<file path="config.mk">
export PLATFORM = sky130hd
export DESIGN_NAME = fetch_unit_flat
export DESIGN_NICKNAME = d
export VERILOG_FILES = /design/src/rtl/fetch_unit_if.sv /design/src/rtl/fetch_unit.sv /design/src/flat_wrapper.sv
export SDC_FILE = /design/constraint.sdc
export NUM_CORES = 1
export LEC_CHECK = 0
export ABC_AREA = 1
export CORE_UTILIZATION = 50
export CTS_BUF_LIST = sky130_fd_sc_hd__clkbuf_2 sky130_fd_sc_hd__clkbuf_4 sky130_fd_sc_hd__clkbuf_8
export DETAILED_ROUTE_END_ITERATION = 10
export HOLD_SLACK_MARGIN = 0.08
export PLACE_DENSITY_LB_ADDON = 0.2
export SETUP_SLACK_MARGIN = 0.4
export SLEW_MARGIN = 20
export SYNTH_ARGS = -nofsm -noshare
export SYNTH_HDL_FRONTEND = slang
export SYNTH_SLANG_ARGS = --single-unit
export TNS_END_PERCENT = 1
</file>
<file path="constraint.sdc">
create_clock -name clk -period 3.56 [get_ports clk]
set_input_delay 0.534 -clock clk [delete_from_list [all_inputs] [get_ports clk]]
set_output_delay 0.534 -clock clk [all_outputs]
set_load 0.01 [all_outputs]
</file>
<file path="src/rtl/fetch_unit_if.sv">
// Fetch-side bus: instruction memory port, redirect input and the decode handshake.
// The master modport is the fetch stage; the slave modport is its environment.
interface fetch_unit_if;
  logic [31:0] imem_addr;
  logic [31:0] imem_instr;
  logic        redirect_valid;
  logic [31:0] redirect_pc;
  logic        out_valid;
  logic        out_ready;
  logic [31:0] out_instr;
  logic [31:0] out_pc;
  logic        fault;

  modport master (
    output imem_addr,
    output out_valid,
    output out_instr,
    output out_pc,
    output fault,
    input  imem_instr,
    input  redirect_valid,
    input  redirect_pc,
    input  out_ready
  );

  modport slave (
    input  imem_addr,
    input  out_valid,
    input  out_instr,
    input  out_pc,
    input  fault,
    output imem_instr,
    output redirect_valid,
    output redirect_pc,
    output out_ready
  );
endinterface

</file>
<file path="src/rtl/fetch_unit.sv">
// Instruction fetch stage: PC register, combinational imem lookup and a 2-entry
// {pc, instr} buffer toward decode, with redirect flush and sticky fetch fault.
module fetch_unit #(
  parameter logic [31:0] RESET_PC   = 32'h0000_0000,
  parameter int unsigned IMEM_WORDS = 1024
) (
  input logic          clk,
  input logic          rst_n,
  fetch_unit_if.master bus
);

  localparam logic [0:0] StRun  = 1'b0;
  localparam logic [0:0] StHalt = 1'b1;

  logic [0:0]  state_q, state_d;
  logic [31:0] pc_q, pc_d;
  logic [1:0]  count_q, count_d;
  logic        fault_q, fault_d;
  logic [31:0] head_pc_q, head_pc_d;
  logic [31:0] head_instr_q, head_instr_d;
  logic [31:0] tail_pc_q, tail_pc_d;
  logic [31:0] tail_instr_q, tail_instr_d;

  logic        run;
  logic        bad_pc;
  logic        redirect;
  logic        deq;
  logic        enq;
  logic [1:0]  wr_slot;

  assign bus.imem_addr = {2'b00, pc_q[31:2]};
  assign bus.out_valid = (count_q != 2'd0);
  assign bus.out_pc    = head_pc_q;
  assign bus.out_instr = head_instr_q;
  assign bus.fault     = fault_q;

  always_comb begin
    run      = (state_q == StRun);
    bad_pc   = (pc_q[1:0] != 2'b00) || ({2'b00, pc_q[31:2]} >= IMEM_WORDS);
    redirect = run && bus.redirect_valid;
    deq      = bus.out_valid && bus.out_ready;
    // A full buffer may still accept when the head leaves on the same edge.
    enq      = run && !redirect && !bad_pc && ((count_q != 2'd2) || deq);
    wr_slot  = count_q - {1'b0, deq};
  end

  always_comb begin
    state_d      = state_q;
    fault_d      = fault_q;
    pc_d         = pc_q;
    head_pc_d    = head_pc_q;
    head_instr_d = head_instr_q;
    tail_pc_d    = tail_pc_q;
    tail_instr_d = tail_instr_q;

    if (deq) begin
      head_pc_d    = tail_pc_q;
      head_instr_d = tail_instr_q;
    end

    if (enq) begin
      if (wr_slot == 2'd0) begin
        head_pc_d    = pc_q;
        head_instr_d = bus.imem_instr;
      end else begin
        tail_pc_d    = pc_q;
        tail_instr_d = bus.imem_instr;
      end
    end

    if (redirect) begin
      count_d = 2'd0;
      pc_d    = bus.redirect_pc;
    end else begin
      count_d = count_q + {1'b0, enq} - {1'b0, deq};
      if (enq) begin
        pc_d = pc_q + 32'd4;
      end
    end

    // A bad target of a redirect is caught here on the following cycle.
    if (run && !redirect && bad_pc) begin
      state_d = StHalt;
      fault_d = 1'b1;
    end
  end

  always_ff @(posedge clk or negedge rst_n) begin
    if (!rst_n) begin
      state_q      <= StRun;
      fault_q      <= 1'b0;
      pc_q         <= RESET_PC;
      count_q      <= 2'd0;
      head_pc_q    <= 32'd0;
      head_instr_q <= 32'd0;
      tail_pc_q    <= 32'd0;
      tail_instr_q <= 32'd0;
    end else begin
      state_q      <= state_d;
      fault_q      <= fault_d;
      pc_q         <= pc_d;
      count_q      <= count_d;
      head_pc_q    <= head_pc_d;
      head_instr_q <= head_instr_d;
      tail_pc_q    <= tail_pc_d;
      tail_instr_q <= tail_instr_d;
    end
  end

endmodule

</file>
<file path="src/flat_wrapper.sv">
// flat-port wrapper written by rule: the top's interface ports become plain ports
module fetch_unit_flat 
#(
  parameter logic [31:0] RESET_PC   = 32'h0000_0000,
  parameter int unsigned IMEM_WORDS = 1024
)
  (clk, rst_n, bus_imem_addr, bus_out_valid, bus_out_instr, bus_out_pc, bus_fault, bus_imem_instr, bus_redirect_valid, bus_redirect_pc, bus_out_ready);
  fetch_unit_if bus_i ();
  input logic clk;
  input logic rst_n;
  output wire logic [$bits(bus_i.imem_addr)-1:0] bus_imem_addr;
  output wire logic [$bits(bus_i.out_valid)-1:0] bus_out_valid;
  output wire logic [$bits(bus_i.out_instr)-1:0] bus_out_instr;
  output wire logic [$bits(bus_i.out_pc)-1:0] bus_out_pc;
  output wire logic [$bits(bus_i.fault)-1:0] bus_fault;
  input wire logic [$bits(bus_i.imem_instr)-1:0] bus_imem_instr;
  input wire logic [$bits(bus_i.redirect_valid)-1:0] bus_redirect_valid;
  input wire logic [$bits(bus_i.redirect_pc)-1:0] bus_redirect_pc;
  input wire logic [$bits(bus_i.out_ready)-1:0] bus_out_ready;
  assign bus_imem_addr = bus_i.imem_addr;
  assign bus_out_valid = bus_i.out_valid;
  assign bus_out_instr = bus_i.out_instr;
  assign bus_out_pc = bus_i.out_pc;
  assign bus_fault = bus_i.fault;
  assign bus_i.imem_instr = bus_imem_instr;
  assign bus_i.redirect_valid = bus_redirect_valid;
  assign bus_i.redirect_pc = bus_redirect_pc;
  assign bus_i.out_ready = bus_out_ready;
  fetch_unit #(.RESET_PC(RESET_PC), .IMEM_WORDS(IMEM_WORDS)) u_core (.clk(clk), .rst_n(rst_n), .bus(bus_i));
endmodule
</file>
==> flow_metrics.tcl, run 1 <==
set metrics [dict create \
    cts-htree-levels 4 \
    synth_top_area_share_pct 49.6 \
    clockPowerShare_pct 31.2 \
    cp_top_family "buffers and inverters" \
    drtIter0Drc 645 \
    numCtsBuffers 17 \
    design.die.area_um2 17000 \
    setup_viol 0 \
    slowest_delay_ps 600 \
    grt_start_max_net_pins 88 \
    dp_hpwl_um 12300 \
    clk_path_buf_depth 2 \
    yosysUniqueCellTypes 22 \
    power_frac_seq_pct 44.5 \
    yosys_warnings 0 \
    postRouteAntennaNets 0 \
    fin_crit_ps 2610 \
    synth_flop_cell "dfrtp_1" \
    min_path_type "primary input to async pin" \
    cts_tree "done" \
    io_pins 166 \
    maxSlewHeadroom_pct 44.4 \
    layout.cells.non_filler 1460 \
    die-height_um 130 \
    switchingPower_uw 1570 \
    synth-seq-cells 163 \
    mostFrequentLayoutCells "nand2_1 (570), dfrtp_1 (163), clkdlybuf4s50_1 (162)" \
    tightest_slew_ps 834 \
    cts_setup_buffers 0 \
    syn_avg_cell_area_um2 7.29 \
    setup.worst_path.end_class "flop" \
    cts-root-buf "clkbuf_8" \
    power_density_nw_per_um2 438 \
    grt_pass1_wl_um 32200 \
    dp.cells 1428 \
    arrival_ps 2970 \
    clock_skew_ps 7.63 \
    clock_latency_ps 460 \
    worstPathCellList "inv_1 -> nand2_1 -> nand2_2 -> inv_2 -> ha_1 -> inv_1 -> a21oi_1 -> o21ai_4 -> buf_4 -> o21ai_0 -> nand2_1 -> nand2_1" \
    rsz0062_at_grt "no" \
    leakage_uw 0.00542 \
    hold_viol_final 0 \
    yosys.area.top_type "dfrtp_1" \
    via_per_inst 4.93 \
    peakVddDrop_mv 0.407 \
    start_util_pct 51.4 \
    port_buffers 163 \
    syn_inst 1128 \
    drc 0 \
    setup_tns_ps 0 \
    nets 1304 \
    maxCapViolCount 0 \
    netSwitchingFraction_pct 35.4 \
    final_common_cell "nand2_1" \
    synth_async_sr_flop_share_pct 100 \
    crit_slowest_cell "buf_4" \
    fin_util_pct 63.5 \
    firstDrtPassIters 6 \
    grt_pass1_vias 6725 \
    path_class "flop to flop" \
    internal_power_uw 2870 \
    die_w_um 130 \
    cts_hold_buf 0 \
    via_count 7200 \
    status "completed" \
    cp_num_buf_inv 4 \
    crit_required_ps 3920 \
    clock-sinks 163 \
    fin_hold_ws_ps 106 \
    grt-ovfl-total 0 \
    diodes 0 \
    rows 46 \
    synth.area.top_cells "dfrtp_1 (50%), nand2_1 (26%), inv_1 (3.6%), buf_4 (3.4%), nand4_1 (3.2%)" \
    synth_area_um2 8230 \
    clkTransAtPathRegs_ps 90 \
    crit_fanout 72 \
    ys_seq_area_share_pct 49.6 \
    pwr-share-comb_pct 24.3 \
    coreArea_um2 16000 \
    gp_congestion 0.838 \
    slew_violations 0 \
    synth_edf_count 0 \
    antenna_found_initial 0 \
    grt_usage_pct 24.4 \
    drive_gt1_share_pct 6.35 \
    areaGrowthSynthToFinish_pct 23.5 \
    fmax_mhz 383 \
    cts-resized-gates 0 \
    finalCritPeriodShare_pct 73.3 \
    crit_top_cell "nand2_1" \
    wirelength_um 19800 \
    start_kind "flop" \
    avgRoutedWirePerCell_um 13.6 \
]
worst paths after layout:
check | slack [ps] | endpoint | cells after the start | startpoint
worst max-delay path | 950 | u_core.bus.out_instr[23] | 12 | u_core.count_q[1]
worst min-delay path | 110 | u_core.bus.out_instr[6] | 1 | rst_n
worst max register to register | 950 | u_core.bus.out_instr[23] | 12 | u_core.count_q[1]
worst min register to register | 470 | u_core.tail_pc_q[31] | 2 | u_core.tail_pc_q[31]
max in group asynchronous | 2550 | u_core.pc_q[24] | 2 | rst_n
min in group clk | 470 | u_core.tail_pc_q[31] | 2 | u_core.tail_pc_q[31]
metrics by stage:
step | area (um2) | power, uW | setup slack [ps]
after detailed placement | 9750 | 3100 | 525
after global routing | 10200 | 4690 | 678
final | 10200 | 4450 | 950
after CTS | 10200 | 4480 | 942
after floorplan | 8230 | 2790 | 1440
after global placement | 9750 | 3080 | 620
synth_stat cells (4+ instances only):
master    instances
nor2_1           45
inv_2            25
ha_1              5
dfrtp_1         163
buf_2            39
inv_1            79
nand3_1          40
buf_4            37
mux2i_1           4
nand4_1          42
nand2_1         571
clkbuf_1         14
o21ai_0          49
buf_1             5
cell families after synthesis:
group	Yosys count	share of synthesized area (%)
compound gates	51	3.10
xor+xnor	4	0.426
fa+ha+maj	5	0.760
buf+inv	199	11.4
flops	163	49.6
mux	4	0.487
other cells	1	0.0456
simple gates	701	34.2
power by group through the flow:
stage / Combinational, uW / Sequential [uW] / Clock (uW)
floorplan: 798 / 1990 / 0
global placement: 1070 / 2010 / 0
detailed placement: 1080 / 2020 / 0
CTS: 1090 / 1980 / 1420
global route: 1210 / 1990 / 1490
finish: 1080 / 1980 / 1390
metal layers:
metal	global-route usage (%)	vias to the layer above	wire length [um]
met5	0	-	0
met4	8.34	0	297
met3	6.40	28	1430
met2	39.4	219	9220
met1	32.0	3334	8880
li1	-	3619	-
worst reg2reg max path, delay by kind of cell, from the launching register on:
kind,cells,cell delay [ps]
adders and majority gates,1,300
buffers and inverters,4,1010
AOI/OAI and AO/OA,3,470
and+or+nand+nor,4,350
DFF,1,390
layout make-up:
cell class / instances / area, um2
Fill cell: 1454 / 5840
Clock buffer: 17 / 234
Clock inverter: 15 / 171
Timing Repair Buffer: 178 / 1770
Sequential cell: 163 / 4080
Inverter: 104 / 390
Multi-Input combinational cell: 767 / 3240
Tap cell: 216 / 270
state kept, by name, indices dropped and copies added (netlist names):
signal                cells
u_core.bus.fault          1
u_core.bus.out_instr     32
u_core.bus.out_pc        32
u_core.count_q            2
u_core.pc_q              32
u_core.tail_instr_q      32
u_core.tail_pc_q         32
(Power assumes the default switching activity.)
==> run 2: changes to the inputs <==
--- a/config.mk
+++ b/config.mk
@@ -6,7 +6,7 @@
 export NUM_CORES = 1
 export LEC_CHECK = 0
 export ABC_AREA = 1
-export CORE_UTILIZATION = 50
+export CORE_UTILIZATION = 48
 export CTS_BUF_LIST = sky130_fd_sc_hd__clkbuf_2 sky130_fd_sc_hd__clkbuf_4 sky130_fd_sc_hd__clkbuf_8
 export DETAILED_ROUTE_END_ITERATION = 10
 export HOLD_SLACK_MARGIN = 0.08
==> constraint.sdc (replaced) <==
create_clock -name clk -period 2.2 [get_ports clk]
set_input_delay 0.33 -clock clk [delete_from_list [all_inputs] [get_ports clk]]
set_output_delay 0.33 -clock clk [all_outputs]
set_load 0.01 [all_outputs]
==> run 2 against run 1 <==
  * Clock power is 76% higher
  * First-iteration DRC count is 4.0% lower
  * Clock skew is 1.3 ps higher
  * Worst hold slack better by 260 ps
  * Worst setup slack worse by 700 ps
  * Count of clock-buffer cells in the layout is 1 higher
  * Core utilization is 2.8 points higher
  * Via count is 5.0% higher
  * Non-clock buffer count is 42 higher
  * Die area is 4.1% higher
  * Cell count is 3.2% higher
  * Sequential power is 62% higher
  * Critical endpoint is now u_core.bus.out_instr[15]
==> flow_metrics.tcl, run 2 (synthesized netlist as in run 1, its figures left out) <==
set metrics [dict create \
    status "completed" \
    hold_viol_final 0 \
    slew_violations 0 \
    grt-busiest-layer "met2" \
    maxSlewHeadroom_pct 58.6 \
    drtIter0Drc 619 \
    mostFrequentLayoutCells "nand2_1 (555), clkdlybuf4s50_1 (161), dfrtp_1 (156)" \
    netSwitchingFraction_pct 35.0 \
    tightest_slew_ps 621 \
    cp-startpoint "u_core.count_q[1]" \
    antenna_found_initial 0 \
    clock-sinks 163 \
    setup_viol 0 \
    fin_util_pct 66.2 \
    finalCritPeriodShare_pct 88.6 \
    min_path_type "primary input to async pin" \
    pwr-share-comb_pct 37.9 \
    clock_skew_ps 8.92 \
    grt_usage_pct 23.8 \
    diodes 0 \
    grt_pass1_wl_um 33500 \
    crit_required_ps 2560 \
    grtUsageMet2_pct 37.8 \
    dp_hpwl_um 12800 \
    areaGrowthSynthToFinish_pct 34.0 \
    clock_latency_ps 460 \
    cts-root-buf "clkbuf_8" \
    grt_start_max_net_pins 65 \
    setup.worst_path.end_class "flop" \
    place_ws_ps -64.2 \
    power_frac_seq_pct 35.2 \
    internal_power_uw 5920 \
    drive_gt1_share_pct 12.6 \
    cts_tree "done" \
    power_density_nw_per_um2 827 \
    crit_fanout 8 \
    die-height_um 133 \
    port_buffers 163 \
    via_per_inst 5.02 \
    nets 1346 \
    arrival_ps 2310 \
    rows 47 \
    seqCellArea_um2 4090 \
    maxCapViolCount 0 \
    rsz0062_at_grt "yes" \
    multi_input_comb_area_um2 3380 \
    switchingPower_uw 3190 \
    peakVddDrop_mv 0.682 \
    path_class "flop to flop" \
    clockPowerShare_pct 26.9 \
    coreArea_um2 16600 \
    firstDrtPassIters 5 \
    avgRoutedWirePerCell_um 14.8 \
    gp_congestion 0.796 \
    via_count 7562 \
    gr-usage-met3_pct 6.74 \
    fmax_mhz 513 \
    postRouteAntennaNets 0 \
    grt_pass1_vias 6765 \
    drc 0 \
    io_pins 166 \
    leakage_uw 0.00582 \
    fin_crit_ps 1950 \
    wirelength_um 22300 \
    design.die.area_um2 17700 \
    r2r_start "u_core.count_q[1]" \
    cts-htree-levels 4 \
    final_common_cell "nand2_1" \
    die_w_um 133 \
    fill_cells 1428 \
    start_kind "flop" \
    clk_path_buf_depth 2 \
    grt-ovfl-total 0 \
    start_util_pct 49.4 \
    setup_ws_ps 252 \
    total_power_uw 9120 \
    numCtsBuffers 17 \
    clkTransAtPathRegs_ps 90 \
    grt_use_met1_pct 32.5 \
]
-- run 2: changes by cell type in the layout (fill, tap and decap cells not counted), sizes merged --
cell and delta:
clkinv -3, clkbuf +11, dlygate4sd2 +1, buf +31, bufinv +2, inv -1
clkinvlp +1, dlygate4sd3 +1, clkdlybuf4s50 -1
-- run 2: worst paths after layout --
check / to / slack (ps) / depth (start not counted)
worst max-delay path: u_core.bus.out_instr[15] / 250 / 14
worst min-delay path: u_core.bus.out_instr[6] / 370 / 2
worst max register to register: u_core.bus.out_instr[15] / 250 / 14
worst min register to register: u_core.tail_pc_q[8] / 480 / 2
max in group asynchronous: u_core.pc_q[6] / 1160 / 3
min in group clk: u_core.pc_q[16] / 400 / 3
-- run 2: worst max-delay path: stages, from the launching register on --
cell and delay [ps]:
dfrtp_1 410, inv_2 90, nand2_4 60, nand2_4 70, inv_4 50, ha_4 270, inv_4 40, a21oi_4 130
o21ai_4 140, buf_6 170, clkbuf_16 170, nand2_4 50, o21ai_2 50, nand2_1 80, nand2_1 60
-- run 2: stage by stage --
stage / area, um2 / hold slack [ps] / cells / setup TNS [ps]
5_1_grt: 11000 / 376 / 1506 / 0
6_report: 11000 / 366 / 1506 / 0
3_3_place_gp: 9940 / 282 / 1444 / 0
2_1_floorplan: 8290 / 34.4 / 1129 / 0
3_5_place_dp: 9940 / 284 / 1444 / -824
4_1_cts: 10500 / 364 / 1484 / 0
-- run 2: final cells by class --
cell class	instances	share of cell area, %
Tap cell	220	2.50
Clock inverter	14	1.83
Clock buffer	18	2.19
Timing Repair Buffer	220	22.1
Inverter	104	3.61
Multi-Input combinational cell	767	30.7
Sequential cell	163	37.1
-- run 2: per-layer routing --
layer  up-vias  share of wire [%]
met4         0                1.4
li1       3709                  -
met5         -                  0
met2       275                 47
met3        25                7.2
met1      3553                 44
-- run 2: what timing repair did --
| item | in CTS | in global routing |
|---|---|---|
| gates cloned | 1 | 14 |
| hold endpoints to repair | 38 | 0 |
| hold buffers | 1 | 0 |
| gates resized for setup | 21 | 70 |
| setup buffers | 6 | 8 |
| setup endpoints to repair | 143 | 148 |
| pin swaps | 2 | 11 |
-- run 2: power groups by stage --
stage / clock network, uW / registers, uW / logic [uW]
floorplan: 0 / 3230 / 1440
global placement: 0 / 3260 / 1900
detailed placement: 0 / 3270 / 1930
CTS: 2490 / 3210 / 2210
global route: 2610 / 3220 / 3640
finish: 2450 / 3210 / 3460
==> run 3: changes to the inputs <==
--- a/config.mk
+++ b/config.mk
@@ -11,7 +11,7 @@
 export DETAILED_ROUTE_END_ITERATION = 10
 export HOLD_SLACK_MARGIN = 0.08
 export PLACE_DENSITY_LB_ADDON = 0.2
-export SETUP_SLACK_MARGIN = 0.4
+export SKIP_LAST_GASP = 1
 export SLEW_MARGIN = 20
 export SYNTH_ARGS = -nofsm -noshare
 export SYNTH_HDL_FRONTEND = slang
==> run 3 against run 2 <==
  * Final area shrank 5.6%
  * Fmax decreased by 4.0%
  * Critical path depth down 1
  * First-iteration DRC count decreased by 14%
  * Via count fell by 5.5%
  * Worst setup slack worse by 82 ps
  * Global-route usage is 0.068 points higher
  * Die area did not move
  * Highest routed layer unchanged
==> flow_metrics.tcl, run 3 (synthesized netlist as in run 1, its figures left out) <==
set metrics [dict create \
    status "completed" \
    hold_start "bus_redirect_pc[1]" \
    r2r_start "u_core.count_q[1]" \
    worstPathCellList "inv_1 -> nand2_1 -> nand2_2 -> inv_2 -> ha_1 -> inv_1 -> a21oi_2 -> o21ai_4 -> buf_12 -> nand2_1 -> o21ai_0 -> nand2_1 -> nand2_1" \
    gp_congestion 0.811 \
    areaGrowthSynthToFinish_pct 26.4 \
    cp_top_family "buffers and inverters" \
    wirelength_um 20100 \
    setup_ws_ps 170 \
    clock_latency_ps 460 \
    fmax_mhz 493 \
    diodes 0 \
    maxSlewHeadroom_pct 60.2 \
    slowest_delay_ps 420 \
    fin_crit_ps 2030 \
    grt_start_max_net_pins 65 \
    dp_hpwl_um 12900 \
    tightest_slew_ps 597 \
    slew_violations 0 \
    crit_required_ps 2550 \
    multi_input_comb_area_um2 3250 \
    setup.worst_path.end_class "flop" \
    clk_path_buf_depth 2 \
    setup_viol 0 \
    die-height_um 133 \
    arrival_ps 2380 \
    drc 0 \
    rows 47 \
    seqCellArea_um2 4080 \
    cts-htree-levels 4 \
    coreArea_um2 16600 \
    grt_pass1_wl_um 33600 \
    start_kind "flop" \
    nets 1317 \
    finalCritPeriodShare_pct 92.3 \
    fin_hold_ws_ps 400 \
    via_per_inst 4.84 \
    crit_fanout 57 \
    clkTransAtPathRegs_ps 80 \
    maxCapViolCount 0 \
    rrSetupSlack_ps 170 \
    via_count 7149 \
    rsz0062_at_grt "yes" \
    rr_worst_depth 13 \
    power_density_nw_per_um2 722 \
    firstDrtPassIters 4 \
    drive_gt1_share_pct 7.25 \
    grt-ovfl-total 0 \
    grt_usage_pct 23.9 \
    min_path_type "primary input to flop" \
    hold_viol_final 0 \
    design.die.area_um2 17700 \
    postRouteAntennaNets 0 \
    numCtsBuffers 17 \
    antenna_found_initial 0 \
    mostFrequentLayoutCells "nand2_1 (570), dfrtp_1 (163), clkdlybuf4s50_1 (162)" \
    worstSetupPathDepth 13 \
    die_w_um 133 \
    clock_skew_ps 10.4 \
    io_pins 166 \
    crit_top_cell "nand2_1" \
    final_common_cell "nand2_1" \
    r2r_end "u_core.bus.out_instr[23]" \
    min_to "u_core.pc_q[1]" \
    hold_depth 3 \
    leakage_uw 0.00554 \
    cp_num_buf_inv 4 \
    cts-root-buf "clkbuf_8" \
    port_buffers 163 \
    fill_cells 1518 \
    place_ws_ps -29.7 \
    peakVddDrop_mv 0.782 \
    path_class "flop to flop" \
    start_util_pct 49.4 \
    crit_slowest_cell "dfrtp_1" \
    grt_pass1_vias 6765 \
    avgRoutedWirePerCell_um 13.6 \
    clock-sinks 163 \
    drtIter0Drc 531 \
    cts_tree "done" \
]
run 3: changes by cell type in the layout (fill, tap and decap cells not counted), moves of 8 or more:
cell	delta
buf_4	-9
buf_6	-8
clkbuf_16	-10
nand2_1	+15
nand2_2	-11
o21ai_0	+37
o21ai_1	-25
o21ai_2	-12
run 3: routing by layer:
layer	GRT usage, %	wire [um]
met5	0	0
met4	6.58	253
met3	6.86	1350
met2	37.1	9190
met1	32.5	9290
run 3: worst max-delay path by stage:
stage	start	to
after floorplan	u_core.count_q[1]	u_core.tail_instr_q[22]
after global placement	bus_out_ready	u_core.bus.out_pc[14]
after CTS	u_core.count_q[1]	u_core.bus.out_pc[16]
final	u_core.count_q[1]	u_core.bus.out_instr[23]
after detailed placement	bus_out_ready	u_core.bus.out_pc[16]
after global routing	u_core.count_q[1]	u_core.bus.out_instr[15]
run 3: tightest hold or removal path: cells and delay by family:
family / cells / cell delay, ps
buffers and inverters: 1 / 390
AND/OR/NAND/NOR: 2 / 100
run 3: metrics by stage:
step	instance area (um2)	cells	power [uW]	setup TNS (ps)	utilization, %
2_1_floorplan	8230	1129	4520	0	-
3_3_place_gp	9950	1444	5130	0	59.8
3_5_place_dp	9950	1444	5150	-424	59.8
4_1_cts	10400	1476	7560	0	62.5
5_1_grt	10400	1476	7900	-35.0	62.5
6_report	10400	1476	7510	0	62.5
run 3: power breakdown:
group | internal, uW | total (uW) | switching [uW]
registers | 3090 | 3210 | 118
clock network | 1280 | 2400 | 1120
logic | 649 | 1900 | 1250
total | 5020 | 7510 | 2490
run 3: repair_timing:
| item | CTS | global route |
|---|---|---|
| buffers inserted | 0 | 0 |
| endpoints found under the hold margin | 53 | 0 |
| gates resized for setup | 0 | 3 |
| endpoints found under the setup margin | 0 | 53 |
| hold buffers | 1 | 0 |
run 3: area by class of cell:
type | count | share of cell area, %
Clock buffer | 19 | 2.45
Timing Repair Buffer | 191 | 19.0
Tap cell | 220 | 2.65
Clock inverter | 12 | 1.74
Multi-Input combinational cell | 767 | 31.2
Inverter | 104 | 3.75
Sequential cell | 163 | 39.2
